File: src/rtl/rb_sb.sv
// Parametrised register bank: one write port, NRP combinational read ports,
// optional write bypass, optional zero register, pending scoreboard and sequenced clear.
module rb_sb #(
    parameter int DW      = 16,
    parameter int NREG    = 8,
    parameter int NRP     = 2,
    parameter int BYPASS  = 1,
    parameter int R0_ZERO = 0,
    localparam int AW     = $clog2(NREG)
) (
    input  logic                     clk,
    input  logic                     rst_n,
    input  logic                     we_in,
    input  logic [AW-1:0]            wa_in,
    input  logic [DW-1:0]            d_in,
    input  logic                     res_in,
    input  logic [AW-1:0]            resa_in,
    input  logic [NRP-1:0][AW-1:0]   ra_in,
    output logic [NRP-1:0][DW-1:0]   rd_out,
    output logic [NRP-1:0]           pend_out,
    input  logic                     clr_in,
    output logic                     busy_out,
    output logic                     drop_out
);

    typedef enum logic {IDLE, CLEAR} state_t;

    localparam logic [AW:0]   NREG_A = (AW+1)'(NREG);
    localparam logic [AW-1:0] LAST   = AW'(NREG - 1);

    state_t          state_reg, state_next;
    logic [AW-1:0]   cnt_reg, cnt_next;
    logic [DW-1:0]   mem_reg [NREG];
    logic [NREG-1:0] pend_reg;
    logic            wr_ok, res_ok;

    // Address is backed by a real, writable register (excludes the zero register).
    function automatic logic addr_ok(input logic [AW-1:0] a);
        return ({1'b0, a} < NREG_A) && !((R0_ZERO != 0) && (a == '0));
    endfunction

    assign wr_ok    = (state_reg == IDLE) && we_in  && addr_ok(wa_in);
    assign res_ok   = (state_reg == IDLE) && res_in && addr_ok(resa_in);
    assign busy_out = (state_reg == CLEAR);
    assign drop_out = (state_reg == CLEAR) && (we_in || res_in);

    always_ff @(posedge clk or negedge rst_n) begin
        if (!rst_n) begin
            state_reg <= IDLE;
            cnt_reg   <= '0;
        end else begin
            state_reg <= state_next;
            cnt_reg   <= cnt_next;
        end
    end

    always_comb begin
        state_next = state_reg;
        cnt_next   = cnt_reg;
        case (state_reg)
            IDLE: begin
                if (clr_in) begin
                    state_next = CLEAR;
                    cnt_next   = '0;
                end
            end
            CLEAR: begin
                cnt_next = cnt_reg + AW'(1);
                if (cnt_reg == LAST) begin
                    state_next = IDLE;
                    cnt_next   = '0;
                end
            end
            default: state_next = IDLE;
        endcase
    end

    // Reserve overrides a same-cycle write's pending clear; a clear request
    // lets the write land but wipes every pending bit.
    always_ff @(posedge clk or negedge rst_n) begin
        if (!rst_n) begin
            for (int i = 0; i < NREG; i++) mem_reg[i] <= '0;
            pend_reg <= '0;
        end else if (state_reg == CLEAR) begin
            for (int i = 0; i < NREG; i++)
                if (cnt_reg == AW'(i)) mem_reg[i] <= '0;
        end else begin
            for (int i = 0; i < NREG; i++) begin
                if (wr_ok && (wa_in == AW'(i))) mem_reg[i] <= d_in;
                if (clr_in)
                    pend_reg[i] <= 1'b0;
                else if (res_ok && (resa_in == AW'(i)))
                    pend_reg[i] <= 1'b1;
                else if (wr_ok && (wa_in == AW'(i)))
                    pend_reg[i] <= 1'b0;
            end
        end
    end

    genvar gi;
    generate
        for (gi = 0; gi < NRP; gi++) begin : g_rd
            logic hit, byp;
            assign hit          = addr_ok(ra_in[gi]);
            assign byp          = (BYPASS != 0) && wr_ok && (wa_in == ra_in[gi]);
            assign rd_out[gi]   = !hit ? '0 : (byp ? d_in : mem_reg[ra_in[gi]]);
            assign pend_out[gi] = hit && pend_reg[ra_in[gi]];
        end
    endgenerate

endmodule

File: config.mk
export PLATFORM = sky130hd
export DESIGN_NAME = rb_sb
export DESIGN_NICKNAME = d
export VERILOG_FILES = /design/src/rtl/rb_sb.sv
export SDC_FILE = /design/constraint.sdc
export NUM_CORES = 1
export LEC_CHECK = 0
export BUFFER_PORTS_ARGS = -buffer_cell sky130_fd_sc_hd__buf_2
export CAP_MARGIN = 15
export CORE_MARGIN = 2
export CORE_UTILIZATION = 50
export CTS_CLUSTER_DIAMETER = 150
export DETAILED_ROUTE_END_ITERATION = 8
export PLACE_DENSITY_LB_ADDON = 0.05
export SLEW_MARGIN = 20
export SYNTH_ARGS = -nofsm -noshare
export SYNTH_HDL_FRONTEND = slang
export SYNTH_SLANG_ARGS = --single-unit
File: constraint.sdc
create_clock -name clk -period 4.2 [get_ports clk]
set_clock_uncertainty 0.05 [all_clocks]
set_input_delay 0.42 -clock clk [delete_from_list [all_inputs] [get_ports clk]]
set_output_delay 0.42 -clock clk [all_outputs]
set_load 0.03 [all_outputs]
# Word-level counts from Yosys, hierarchy flattened
# Index checks and enable logic that the tools add are counted.
# W data, S select, Z words.
# op_classes
n_eq_ne	32
n_addsub	1
magnitude_cmp	4
mux	59
reduce_logical	57
bitwise_logic	3
# op_table
op	count
$mux W16	22
$mux W128	1
$bmux W16 S3	2
$eq A3 B3 Y1 const B	12
$reduce_and A2 Y1	16
$mux W1	28
$reduce_bool A3 Y1	8
$logic_and A1 B1 Y1	21
$eq A3 B2 Y1 const B	6
$ne A2 B1 Y1 const B	8
$reduce_bool A2 Y1	8
$eq A3 B1 Y1 const B	3
$logic_not A3 Y1	3
$ge A4 B4 Y1 const B	2
$lt A3 B4 Y1 const B	2
$not A3 Y4	2
$bmux W1 S3	2
$eq A3 B3 Y1	2
$mux W3	2
$pmux W3 S2	1
$add A3 B1 Y3 const B	1
$ne A2 B2 Y1 const B	1
$pmux W1 S2	1
$logic_or A1 B1 Y1	1
$not A1 Y1	1
# totals
ff_bits	140
output_inout_bits	36
word_cells	174

# Logic depth before layout (Yosys ltp)
# depth
word_depth	6
depth_mapped	7
mapped_depth_nobuf	6

# Worst setup path before layout
# OpenSTA, ideal clock, no wires.
# synth_path
kind	in2out
from	in ra_in[3] (netlist bit)
to	out rd_out[16] (netlist bit)
slack_ps	1904
arrival_time_ps	1826
path_stages	6
path_cell_list	buf_4 -> buf_4 -> xnor2_1 -> nand4_1 -> clkbuf_1 -> a21oi_1
# synth_lines
item	line_no	rtl
start, declared	18	input logic [NRP-1:0][AW-1:0] ra_in,
end, declared	19	output logic [NRP-1:0][DW-1:0] rd_out,

==> metrics.log <==
[metrics] overall power after layout: 6.49 mW
[metrics] Die H: 133 um
[metrics] syn_nets: 655
[metrics] post-CTS setup buffers: 0
[metrics] maximum count of clock buffers along a single path: 2
[metrics] time the worst path needs with I/O delays and setup: 2.88 ns
[metrics] count of placed standard cells including taps: 876
[metrics] starting density of the core: 0.505
[metrics] run status: complete, but fails checks
[metrics] adder and majority gate portion of the synthesized area: 0.00905
[metrics] count of input and output buffers: 68
[metrics] ranking of synthesized cells by instance count: 140 x sky130_fd_sc_hd__dfrtp_1, 98 x sky130_fd_sc_hd__mux2_2, 68 x sky130_fd_sc_hd__mux4_2, 63 x sky130_fd_sc_hd__mux2i_1, 38 x sky130_fd_sc_hd__a21oi_1
[metrics] CTS clk-pin slew, worst paths: 0.06 ns
[metrics] num rows: 47
[metrics] post-layout worst setup margin: 1.32 ns
[metrics] setup-violating endpoint count in the final report: 0
[metrics] post-synthesis simple-gate area fraction: 0.0522
[metrics] # DRC: 0
[metrics] max capacitance violation total: 0
[metrics] Most used DFF post-synth: sky130_fd_sc_hd__dfrtp_1
[metrics] count of synthesis-stage warnings from yosys: 0
[metrics] largest net degree at the start of global routing: 77
[metrics] vias in the first global route: 6,020
[metrics] endpoint of the lowest-slack register-to-register path: mem_reg[62]
[metrics] transition time at the pin with the least slew margin: 0.746 ns
[metrics] TritonCTS clock tree: yes
[metrics] worst setup path startpoint: busy_out
[metrics] final count of pins violating max slew: 0
[metrics] Data required, critical path: 3.73 ns
[metrics] static leakage: 4.11 nW
[metrics] clock network latency to the later pin of the worst-skew pair: 0.42 ns
[metrics] final cell utilization of the core: 0.570
[metrics] max_slew headroom: 0.502
[metrics] Crit Path Max Fanout: 38
[metrics] violations in the final reports: negative hold slack
[metrics] initial antenna violation count: 0
[metrics] Arr. time, crit path: 2.41 ns
[metrics] combinational family with the most area after synthesis: multiplexers
[metrics] area enclosed by the die boundary: 17,600 um^2
[metrics] Synth Area in Compound Gates: 0.0779
[metrics] Fin Setup TNS: 0 ns
[metrics] startpoint class of the critical path: register
[metrics] Antenna Violating Nets Remaining: 0
[metrics] fillcell total: 1,347
[metrics] r2r setup slk: 1.77 ns
[metrics] average cell area after synthesis: 13.5 um^2
[metrics] cells after synthesis: 616
[metrics] fraction of power consumed by combinational cells: 0.402
[metrics] part of the total power dissipated in the clock network: 0.228
[metrics] worst-case hold slack: -0.0408 ns
[metrics] register bit count reported by yosys: 140
[metrics] number of flip-flops under the largest register name: 128
[metrics] cells taking the most area after synthesis: sky130_fd_sc_hd__dfrtp_1 42%, sky130_fd_sc_hd__mux4_2 18%, sky130_fd_sc_hd__mux2_2 13%
[metrics] share of synthesized area occupied by flip-flops and latches: 0.423
[metrics] switching power as a share of total power: 0.363
[metrics] WL final: 21,600 um
[metrics] worst reg2reg startpoint: busy_out
[metrics] worst setup path endpoint: rd_out[5]
[metrics] endpoint class of the critical path: output port
[metrics] I/O Pins: 69
[metrics] count of unique library cells instantiated by Yosys: 35
[metrics] multiplexer area fraction after synthesis: 0.394
[metrics] synth-to-layout area growth: 12.8%
[metrics] HPWL Detailed: 14,000 um
[metrics] switching power of the nets: 2.36 mW
[metrics] number of antenna cells inserted: 0
[metrics] Worst R2R Path Depth: 4
[metrics] number of optimization iterations in the first detailed-route pass: 4
[metrics] count of flip-flops with a built-in enable after synthesis: 0
[metrics] GR Overflow Total: 0
[metrics] Overall Global Routing Usage: 0.262
[metrics] Core Area: 16,400 um^2
[metrics] kind of critical path: register to output port
[metrics] GP Congestion: 0.806
[metrics] count of non-filler cells in the finished layout: 908
[metrics] Multi-input gate area: 4470 um^2
[metrics] standard cell area after detailed placement: 8780 um^2
[metrics] post-DR wirelength/cell: 23.8 um
[metrics] first-pass GRT wire length: 34,800 um
[metrics] asr flop ratio synth: 1.00
[metrics] sequential share of power: 0.369
[metrics] Num CTS Buffers: 17
[metrics] Max Clk Rate: 0.348 GHz
[metrics] Post-CTS Hold Buffers: 0
[metrics] routed via count divided by cell count: 6.18
[metrics] CTS H-Tree Depth: 4
[metrics] PwrDens: 693 nW/um^2
[metrics] Synth area leader: sky130_fd_sc_hd__dfrtp_1
[metrics] kind of path behind the tightest hold check: input pin to async pin
[metrics] number of endpoints with negative hold slack in the final report: 15
[metrics] top cell type's share of synthesized area: 0.423
[metrics] cell area after layout: 9360 um^2
[metrics] Placement Setup Slack: 1.37 ns
[metrics] final cycle utilization of the critical path: 0.685
[metrics] XOR/XNOR Fraction of Synth Area: 0.00634
[metrics] fraction of layout instances using a drive strength above 1: 0.426
[metrics] quantity of gates resized following cts: 0
[metrics] die outline width: 133 um
[metrics] number of sinks on the clock net: 140
[metrics] post-synthesis cell area: 8290 um^2
[metrics] total via count after detailed routing: 5,609
[metrics] cell with the most instances after synthesis: sky130_fd_sc_hd__dfrtp_1
[metrics] unrepaired setup endpoints after global routing: false
[metrics] clk root buf: sky130_fd_sc_hd__clkbuf_16
[metrics] DRC violation total after the first TritonRoute iteration: 376
[metrics] NumNets Final: 714
[metrics] FF/Latch Area: 3500 um^2
[metrics] internal power: 4.13 mW
[metrics] Max rail drop VDD: 0.511 mV
## critical path: stages (launching register included)
cell	delay, ns
sky130_fd_sc_hd__dfrtp_2	0.85
sky130_fd_sc_hd__nor2b_1	0.16
sky130_fd_sc_hd__nand4_1	0.17
sky130_fd_sc_hd__buf_4	0.27
sky130_fd_sc_hd__nor2_1	0.06
sky130_fd_sc_hd__a21oi_1	0.21
sky130_fd_sc_hd__buf_2	0.25
## worst min-delay path by stage
stage / startpoint / to / slack, ns / depth (start not counted)
6_report: rst_n / mem_reg[113] / -0.04 / 1
5_1_grt: rst_n / mem_reg[113] / 0.03 / 1
4_1_cts: rst_n / mem_reg[113] / 0.0003 / 1
3_5_place_dp: rst_n / mem_reg[97] / 0.46 / 1
3_3_place_gp: rst_n / mem_reg[113] / 0.45 / 1
2_1_floorplan: rst_n / busy_out / 0.07 / 0
## cell usage in the layout, fill, tap and decap left out, types with 2 or more instances in the layout
cell                        Yosys  layout
sky130_fd_sc_hd__a21oi_1       38      38
sky130_fd_sc_hd__buf_2         17      67
sky130_fd_sc_hd__buf_4         10      20
sky130_fd_sc_hd__bufinv_16      0       2
sky130_fd_sc_hd__clkbuf_1      15       5
sky130_fd_sc_hd__clkbuf_16      0      17
sky130_fd_sc_hd__clkbuf_8       0       3
sky130_fd_sc_hd__clkinv_2       0       4
sky130_fd_sc_hd__dfrtp_1      140     139
sky130_fd_sc_hd__ha_1           6       6
sky130_fd_sc_hd__inv_1          4       4
sky130_fd_sc_hd__mux2_2        98      98
sky130_fd_sc_hd__mux2i_1       63      63
sky130_fd_sc_hd__mux4_2        68      68
sky130_fd_sc_hd__nand2_1       14      14
sky130_fd_sc_hd__nand3_1        2       2
sky130_fd_sc_hd__nand4_1        2       2
sky130_fd_sc_hd__nor2_1        37      37
sky130_fd_sc_hd__nor2_4         2       2
sky130_fd_sc_hd__nor2b_1       20      20
sky130_fd_sc_hd__o21ai_0       14      14
sky130_fd_sc_hd__o21ai_2        5       5
sky130_fd_sc_hd__o2bb2ai_1     32      32
sky130_fd_sc_hd__o31ai_1        5       5
sky130_fd_sc_hd__or3_1          2       2
sky130_fd_sc_hd__xnor2_1        6       6
## logic make-up after synthesis
kind of cell	after synthesis
buffers and inverters	53
multiplexers	229
flip-flops	140
adder cells (fa/ha/maj)	6
AND/OR/NAND/NOR	85
AO/OA/AOI/OAI	97
XOR/XNOR	6
## power by group through the flow
stage	clock (mW)	sequential, mW	combinational [mW]
after floorplan	0	2.21	2.06
after global placement	0	2.35	2.57
after detailed placement	0	2.40	2.63
after CTS	1.51	2.38	2.63
after global routing	1.57	2.48	2.81
final	1.48	2.40	2.61
## per-layer routing
metal / global-route usage / vias up / part of all wire
li1: - / 2472 / -
met1: 0.358 / 2951 / 0.45
met2: 0.424 / 153 / 0.49
met3: 0.0567 / 33 / 0.043
met4: 0.0783 / 0 / 0.018
met5: 0 / - / 0
## final cells by class
type,count,share of cell area
Timing Repair Buffer,89,0.0552
Clock buffer,25,0.0519
Clock inverter,7,0.00936
Inverter,4,0.00160
Sequential cell,140,0.375
Multi-Input combinational cell,423,0.478
Tap cell,220,0.0294
Power figures use the tool's default switching activity.
